File: src/rtl/gearbox_8b10b_tx_pkg.sv
// Shared constants, mode encoding and rate decode for the 8b10b transmit gearbox.
package gearbox_8b10b_tx_pkg;

  localparam int unsigned SYM_W = 10;

  // Alternating pattern: DC balanced and keeps the receiver CDR toggling during idle.
  localparam logic [SYM_W-1:0] FILL_SYM = 10'b1010101010;

  typedef enum logic [1:0] {
    GB_X1   = 2'd0,
    GB_X2   = 2'd1,
    GB_X4   = 2'd2,
    GB_RSVD = 2'd3
  } gb_mode_e;

  // Bits per cycle for a mode; the reserved code falls back to the slowest rate.
  function automatic logic [2:0] gb_bits(gb_mode_e mode);
    logic [2:0] bits;
    case (mode)
      GB_X2:   bits = 3'd2;
      GB_X4:   bits = 3'd4;
      default: bits = 3'd1;
    endcase
    return bits;
  endfunction

endpackage

File: src/rtl/gearbox_8b10b_tx.sv
// Transmit gearbox: serialises SYMS-symbol 8b10b words at 1, 2 or 4 bits per cycle.
// The rate is latched per word at the word boundary; an idle FILL word is inserted
// whenever no word is offered at a boundary so the line never starves.
// Optional build macro BILIB_GEARBOX_UNDERRUN_CNT_EN adds a saturating underrun
// counter (underrun_cnt_o) with a synchronous clear (clr_cnt_i).
module gearbox_8b10b_tx
  import gearbox_8b10b_tx_pkg::*;
#(
  parameter int unsigned SYMS = 2,
  parameter int unsigned OUT_W = 4,
  localparam int unsigned WORD_W = SYM_W * SYMS,
  parameter logic [WORD_W-1:0] FILL = {SYMS{FILL_SYM}}
) (
  input  logic              clk_i,
  input  logic              rst_i,
  input  logic [WORD_W-1:0] word_i,
  input  logic              valid_i,
  output logic              ready_o,
  input  logic [1:0]        mode_i,
  output logic [OUT_W-1:0]  serial_o,
  output logic              underrun_o
`ifdef BILIB_GEARBOX_UNDERRUN_CNT_EN
  ,
  input  logic              clr_cnt_i,
  output logic [15:0]       underrun_cnt_o
`endif
);

  localparam int unsigned REM_W = $clog2(WORD_W + 1);
  localparam logic [REM_W-1:0] REM_FULL = REM_W'(WORD_W);

  logic [WORD_W-1:0] shreg_q, shreg_d;
  logic [REM_W-1:0]  rem_q, rem_d;
  logic [2:0]        k_q, k_d;
  logic              underrun_q, underrun_d;
  logic [REM_W-1:0]  k_ext;
  logic              boundary;

  assign k_ext    = REM_W'(k_q);
  // Last slice of the current word goes out this cycle; the next word loads on this edge.
  assign boundary = (rem_q == k_ext);

  assign ready_o    = boundary;
  assign underrun_o = underrun_q;

  // Next-state: shift by the latched rate mid-word, reload (data or FILL) at the boundary.
  always_comb begin
    shreg_d    = shreg_q;
    rem_d      = rem_q;
    k_d        = k_q;
    underrun_d = 1'b0;
    if (boundary) begin
      shreg_d    = valid_i ? word_i : FILL;
      underrun_d = ~valid_i;
      rem_d      = REM_FULL;
      k_d        = gb_bits(gb_mode_e'(mode_i));
    end else begin
      rem_d = rem_q - k_ext;
      case (k_q)
        3'd2:    shreg_d = {shreg_q[WORD_W-3:0], 2'b00};
        3'd4:    shreg_d = {shreg_q[WORD_W-5:0], 4'b0000};
        default: shreg_d = {shreg_q[WORD_W-2:0], 1'b0};
      endcase
    end
  end

  // Output slice: top k bits of the shifter, MSB-aligned, unused lanes held at zero.
  always_comb begin
    serial_o = '0;
    case (k_q)
      3'd2:    serial_o[OUT_W-1 -: 2] = shreg_q[WORD_W-1 -: 2];
      3'd4:    serial_o[OUT_W-1 -: 4] = shreg_q[WORD_W-1 -: 4];
      default: serial_o[OUT_W-1]      = shreg_q[WORD_W-1];
    endcase
  end

  // Datapath state; reset restarts with a full FILL word at the slowest rate.
  always_ff @(posedge clk_i or posedge rst_i) begin
    if (rst_i) begin
      shreg_q    <= FILL;
      rem_q      <= REM_FULL;
      k_q        <= 3'd1;
      underrun_q <= 1'b0;
    end else begin
      shreg_q    <= shreg_d;
      rem_q      <= rem_d;
      k_q        <= k_d;
      underrun_q <= underrun_d;
    end
  end

`ifdef BILIB_GEARBOX_UNDERRUN_CNT_EN
  logic [15:0] cnt_q, cnt_d;

  // Saturating count of underrun pulses; clear beats a same-cycle increment.
  always_comb begin
    cnt_d = cnt_q;
    if (clr_cnt_i) begin
      cnt_d = '0;
    end else if (underrun_q && (cnt_q != 16'hFFFF)) begin
      cnt_d = cnt_q + 16'd1;
    end
  end

  // Counter register.
  always_ff @(posedge clk_i or posedge rst_i) begin
    if (rst_i) begin
      cnt_q <= '0;
    end else begin
      cnt_q <= cnt_d;
    end
  end

  assign underrun_cnt_o = cnt_q;
`endif

  // WORD_W is a multiple of every rate, so rem must land exactly on k_q and never wrap.
  a_rem_no_wrap: assert property (@(posedge clk_i) disable iff (rst_i)
    (rem_q >= k_ext) && (rem_q != '0));

  // The reserved rate code is only tolerated, never expected from the encoder.
  a_mode_rsvd: assert property (@(posedge clk_i) disable iff (rst_i)
    boundary |-> (gb_mode_e'(mode_i) != GB_RSVD));

endmodule

File: config.mk
export PLATFORM = sky130hd
export DESIGN_NAME = gearbox_8b10b_tx
export DESIGN_NICKNAME = d
export VERILOG_FILES = /design/src/rtl/gearbox_8b10b_tx_pkg.sv /design/src/rtl/gearbox_8b10b_tx.sv
export SDC_FILE = /design/constraint.sdc
export NUM_CORES = 1
export LEC_CHECK = 0
export ABC_AREA = 1
export CORE_MARGIN = 1
export CORE_UTILIZATION = 45
export CTS_BUF_LIST = sky130_fd_sc_hd__clkbuf_8
export DETAILED_ROUTE_END_ITERATION = 10
export PLACE_DENSITY = 0.8
export REMOVE_ABC_BUFFERS = 1
export SYNTH_ARGS = -nofsm -noshare
export SYNTH_HDL_FRONTEND = slang
export SYNTH_SLANG_ARGS = --single-unit
File: constraint.sdc
create_clock -name clk_i -period 2.6 [get_ports clk_i]
set_clock_uncertainty 0.1 [all_clocks]
set_input_delay 0.52 -clock clk_i [delete_from_list [all_inputs] [get_ports clk_i]]
set_output_delay 0.52 -clock clk_i [all_outputs]
set_load 0.05 [all_outputs]
==> impl_metrics.prom, run 1 <==
# TYPE chip_impl_metric gauge
chip_impl_metric{name="synth.ff_latch_count",unit=""} 29
chip_impl_metric{name="clk_transition_reported_paths",unit="ns"} 0.06
chip_impl_metric{name="p_int",unit="W"} 0.00123
chip_impl_info{name="clk_tree_root_cell",value="sky130_fd_sc_hd__clkbuf_8"} 1
chip_impl_metric{name="worst-slew-pin-transition",unit="ns"} 0.501
chip_impl_info{name="critical_path.slowest_cell",value="sky130_fd_sc_hd__dfrtp_1"} 1
chip_impl_metric{name="globalRouteOverflowTotal",unit=""} 0
chip_impl_metric{name="finalCritPeriodShare",unit=""} 0.945
chip_impl_metric{name="finish.net_count",unit=""} 296
chip_impl_metric{name="vdd_ir_drop_max",unit="V"} 0.000561
chip_impl_metric{name="placement.io_buffers",unit=""} 30
chip_impl_metric{name="routabilityCongestion",unit=""} 0.855
chip_impl_metric{name="route.final.wire_length",unit="um"} 4070
chip_impl_info{name="setup.worst_path.end_class",value="output pin"} 1
chip_impl_info{name="crit_family",value="flip-flops"} 1
chip_impl_metric{name="vias_per_cell",unit=""} 5.24
chip_impl_metric{name="core_area",unit="um^2"} 3720
chip_impl_metric{name="worstSkewPairLatency",unit="ns"} 0.28
chip_impl_metric{name="worstPathArrival",unit="ns"} 1.84
chip_impl_metric{name="antenna_violations_before_repair",unit=""} 0
chip_impl_metric{name="synth-seq-area-share",unit=""} 0.416
chip_impl_metric{name="io-pin-count",unit=""} 31
chip_impl_metric{name="cts.hold.buffers_added",unit=""} 0
chip_impl_metric{name="synthesized_netlist_cell_count",unit=""} 235
chip_impl_info{name="worstSetupStartpointType",value="register"} 1
chip_impl_metric{name="timing.critical_path.depth",unit=""} 7
chip_impl_metric{name="postSynth.asyncResetShare",unit=""} 1.00
chip_impl_metric{name="r2r_cells",unit=""} 9
chip_impl_metric{name="mappedNetlistArea",unit="um^2"} 1780
chip_impl_metric{name="finish.utilization",unit=""} 0.600
chip_impl_metric{name="final.min_clock_period",unit="ns"} 2.46
chip_impl_metric{name="highest_attainable_clock_frequency",unit="GHz"} 0.407
chip_impl_metric{name="max-slew-margin-rel",unit=""} 0.666
chip_impl_metric{name="routed_wire_length_per_instance",unit="um"} 12.9
chip_impl_metric{name="power.clock.fraction",unit=""} 0.154
chip_impl_info{name="hp-start",value="rem_q[4]"} 1
chip_impl_info{name="synth_area_leader_cell",value="sky130_fd_sc_hd__dfrtp_1"} 1
chip_impl_info{name="rr_startpoint",value="k_q[1]"} 1
chip_impl_metric{name="grt_first_pass_wirelength",unit="um"} 6910
chip_impl_metric{name="rows",unit=""} 22
chip_impl_metric{name="hpwl",unit="um"} 2830
chip_impl_metric{name="placed_instances",unit=""} 306
chip_impl_metric{name="insertedDiodeCount",unit=""} 0
chip_impl_info{name="synth_common_cells",value="sky130_fd_sc_hd__nand3_1, sky130_fd_sc_hd__nor2_1, sky130_fd_sc_hd__nand2_1"} 1
chip_impl_info{name="min_path_type",value="register to register"} 1
chip_impl_metric{name="groute.usage.overall",unit=""} 0.221
chip_impl_metric{name="number_of_nets_with_antenna_violations_after_detailed_routing",unit=""} 0
chip_impl_metric{name="floorplan.die.height",unit="um"} 64.9
chip_impl_info{name="ys_dominant_reg_cell",value="sky130_fd_sc_hd__dfrtp_1"} 1
chip_impl_metric{name="power_leakage",unit="nW"} 1.06
chip_impl_metric{name="first_pass_iters",unit=""} 4
chip_impl_metric{name="ys_types",unit=""} 25
chip_impl_metric{name="worst_hold_path_stage_count",unit=""} 2
chip_impl_metric{name="swShare",unit=""} 0.450
chip_impl_metric{name="initial_core_util",unit=""} 0.479
chip_impl_metric{name="die_ar",unit="um^2"} 4220
chip_impl_metric{name="layout-drive-gt1-share",unit=""} 0.158
chip_impl_metric{name="hold_viol",unit=""} 0
chip_impl_metric{name="detailedRoute.firstIterationViolations",unit=""} 135
chip_impl_metric{name="cts.sinks",unit=""} 29
chip_impl_info{name="critical_path.cell_chain",value="inv_1, ha_1, nand2_1, inv_1, nand3_4, clkinv_4, buf_12"} 1
chip_impl_info{name="path_class",value="register to output pin"} 1
chip_impl_info{name="unrepaired_setup_endpoints_after_global_routing",value="false"} 1
chip_impl_metric{name="syn2layout_area_growth",unit="%"} 25.1
chip_impl_metric{name="report.final.setup_viol",unit=""} 0
chip_impl_info{name="synth_most_common_cell",value="sky130_fd_sc_hd__nand3_1"} 1
chip_impl_metric{name="timing.critical_path.buf_inv",unit=""} 4
chip_impl_metric{name="postSynthAreaPerCell",unit="um^2"} 7.58
chip_impl_info{name="hold_path_end",value="rem_q[4]"} 1
chip_impl_metric{name="pwr-share-comb",unit=""} 0.486
chip_impl_metric{name="via_count_of_the_first_global_routing_pass",unit=""} 1577
chip_impl_metric{name="floorplan.die.width",unit="um"} 64.9
chip_impl_metric{name="worstPathRequired",unit="ns"} 1.98
chip_impl_metric{name="yosysTopAreaCellShare",unit=""} 0.225
chip_impl_info{name="crit_path_frequent_cell",value="sky130_fd_sc_hd__inv_1"} 1
chip_impl_metric{name="cts_buffers",unit=""} 5
chip_impl_metric{name="final_design_area_no_fill",unit="um^2"} 2230
chip_impl_metric{name="synth-edff-count",unit=""} 0
chip_impl_info{name="ys_top_cells_by_area",value="sky130_fd_sc_hd__dfrtp_1, sky130_fd_sc_hd__dfstp_2, sky130_fd_sc_hd__nand3_1"} 1
chip_impl_metric{name="pwr-share-seq",unit=""} 0.360
chip_impl_metric{name="maxSlewViolCount",unit=""} 0
chip_impl_metric{name="ctsLongestPathBuffers",unit=""} 2
chip_impl_metric{name="power-per-cell-area",unit="nW/um^2"} 1010
chip_impl_metric{name="finalNonFillerCells",unit=""} 314
chip_impl_metric{name="dp_slack",unit="ns"} 0.387
chip_impl_metric{name="power.net_switching",unit="W"} 0.00101
chip_impl_metric{name="maximum_fanout_encountered_on_the_critical_timing_path",unit=""} 13
chip_impl_metric{name="ctsHtreeMaxLevel",unit=""} 2
chip_impl_info{name="r2r-end",value="shreg_q[3]"} 1
chip_impl_metric{name="max_stage_delay",unit="ns"} 0.66
chip_impl_metric{name="reg2reg_setup_slack",unit="ns"} 0.52
chip_impl_info{name="run_status",value="finished clean"} 1
chip_impl_metric{name="ys.warnings.count",unit=""} 0
chip_impl_metric{name="grt_start_max_net_pins",unit=""} 30
chip_impl_metric{name="fin_ws",unit="ns"} 0.144
chip_impl_metric{name="dpl_cell_area",unit="um^2"} 2140
chip_impl_metric{name="number_of_max_cap_violations",unit=""} 0
chip_impl_metric{name="post-route-drc-count",unit=""} 0
chip_impl_metric{name="final.fill_count",unit=""} 332
chip_impl_metric{name="num_vias",unit=""} 1646
chip_impl_info{name="cts_tree",value="built"} 1
## layout make-up
class	instances	area (um^2)	share of cell area
multi-input combinational	166	847	0.380
sequential	29	742	0.333
timing repair buffer	36	385	0.173
inverter	27	111	0.0500
clock buffer	5	68.8	0.0309
tap	48	60.1	0.0270
clock inverter	3	13.8	0.00618
## worst reg2reg max path, stage by stage (launching register included)
cell,delay (ns)
sky130_fd_sc_hd__dfrtp_1,0.66
sky130_fd_sc_hd__inv_1,0.11
sky130_fd_sc_hd__ha_1,0.30
sky130_fd_sc_hd__nand2_1,0.07
sky130_fd_sc_hd__inv_1,0.06
sky130_fd_sc_hd__nand3_4,0.09
sky130_fd_sc_hd__buf_4,0.27
sky130_fd_sc_hd__nand2_1,0.11
sky130_fd_sc_hd__a21oi_1,0.17
sky130_fd_sc_hd__nor2_1,0.06
## through the flow
stage / TNS, ns / hold WS, ns / power, W
6_report: 0 / 0.431 / 0.00224
5_1_grt: 0 / 0.449 / 0.00244
4_1_cts: 0 / 0.419 / 0.00223
3_5_place_dp: 0 / 0.410 / 0.00188
3_3_place_gp: 0 / 0.383 / 0.00184
2_1_floorplan: -0.103 / 0.371 / 0.00152
## routing by layer
metal,wire length [um],track usage,share of wire
met3,229,0.0440,0.056
met5,0,0,0
met1,1820,0.295,0.45
met4,100,0.139,0.025
met2,1920,0.326,0.47
## power by group through the flow
stage | sequential (W) | clock (W) | combinational (W)
finish | 0.000807 | 0.000345 | 0.00109
global route | 0.000826 | 0.000382 | 0.00123
CTS | 0.000799 | 0.000355 | 0.00108
detailed placement | 0.000804 | 0 | 0.00107
global placement | 0.000798 | 0 | 0.00104
floorplan | 0.000818 | 0 | 0.000706
## cell usage in the layout (no fill, tap or decap), types with 5 or more instances in the layout
master,synthesis,layout
sky130_fd_sc_hd__nand3_1,45,45
sky130_fd_sc_hd__nor2_1,43,43
sky130_fd_sc_hd__nand2_1,39,39
sky130_fd_sc_hd__clkdlybuf4s50_1,0,26
sky130_fd_sc_hd__inv_1,21,22
sky130_fd_sc_hd__nand4_1,17,17
sky130_fd_sc_hd__dfrtp_1,16,16
sky130_fd_sc_hd__dfstp_2,13,13
sky130_fd_sc_hd__buf_4,5,6
sky130_fd_sc_hd__ha_1,5,5
sky130_fd_sc_hd__clkbuf_8,0,5
## registers in the layout (all words and copies together) (netlist names)
register    flops
k_q             3
rem_q           5
shreg_q        20
underrun_o      1
## worst max-delay path by stage
stage | from | to | slack, ns
after floorplan | k_q[1] | serial_o[2] | -0.10
after global placement | k_q[0] | serial_o[2] | 0.44
after detailed placement | k_q[1] | serial_o[2] | 0.39
after CTS | k_q[2] | serial_o[2] | 0.07
after global routing | k_q[2] | serial_o[2] | 0.03
final | k_q[1] | ready_o | 0.14
## repair_timing
item	in CTS	in global routing
gates resized for setup	0	1
setup buffers	0	0
setup endpoints to repair	0	1
## logic make-up (layout without fill, tap and decap cells)
kind of cell             Yosys count  count (layout)  share of synthesized area
buffers and inverters             40              71                      0.112
adder cells (fa/ha/maj)            6               6                     0.0463
AND/OR/NAND/NOR                  152             152                      0.402
AO/OA/AOI/OAI                      8               8                     0.0225
flip-flops                        29              29                      0.416
Power figures use the tool's default switching activity.
==> run 2: changes to the inputs <==
- CORE_MARGIN: 1 -> default
- SLEW_MARGIN: default -> 10
==> results of run 2 <==
Final layout, timing and power as in run 1 (identical DEF).
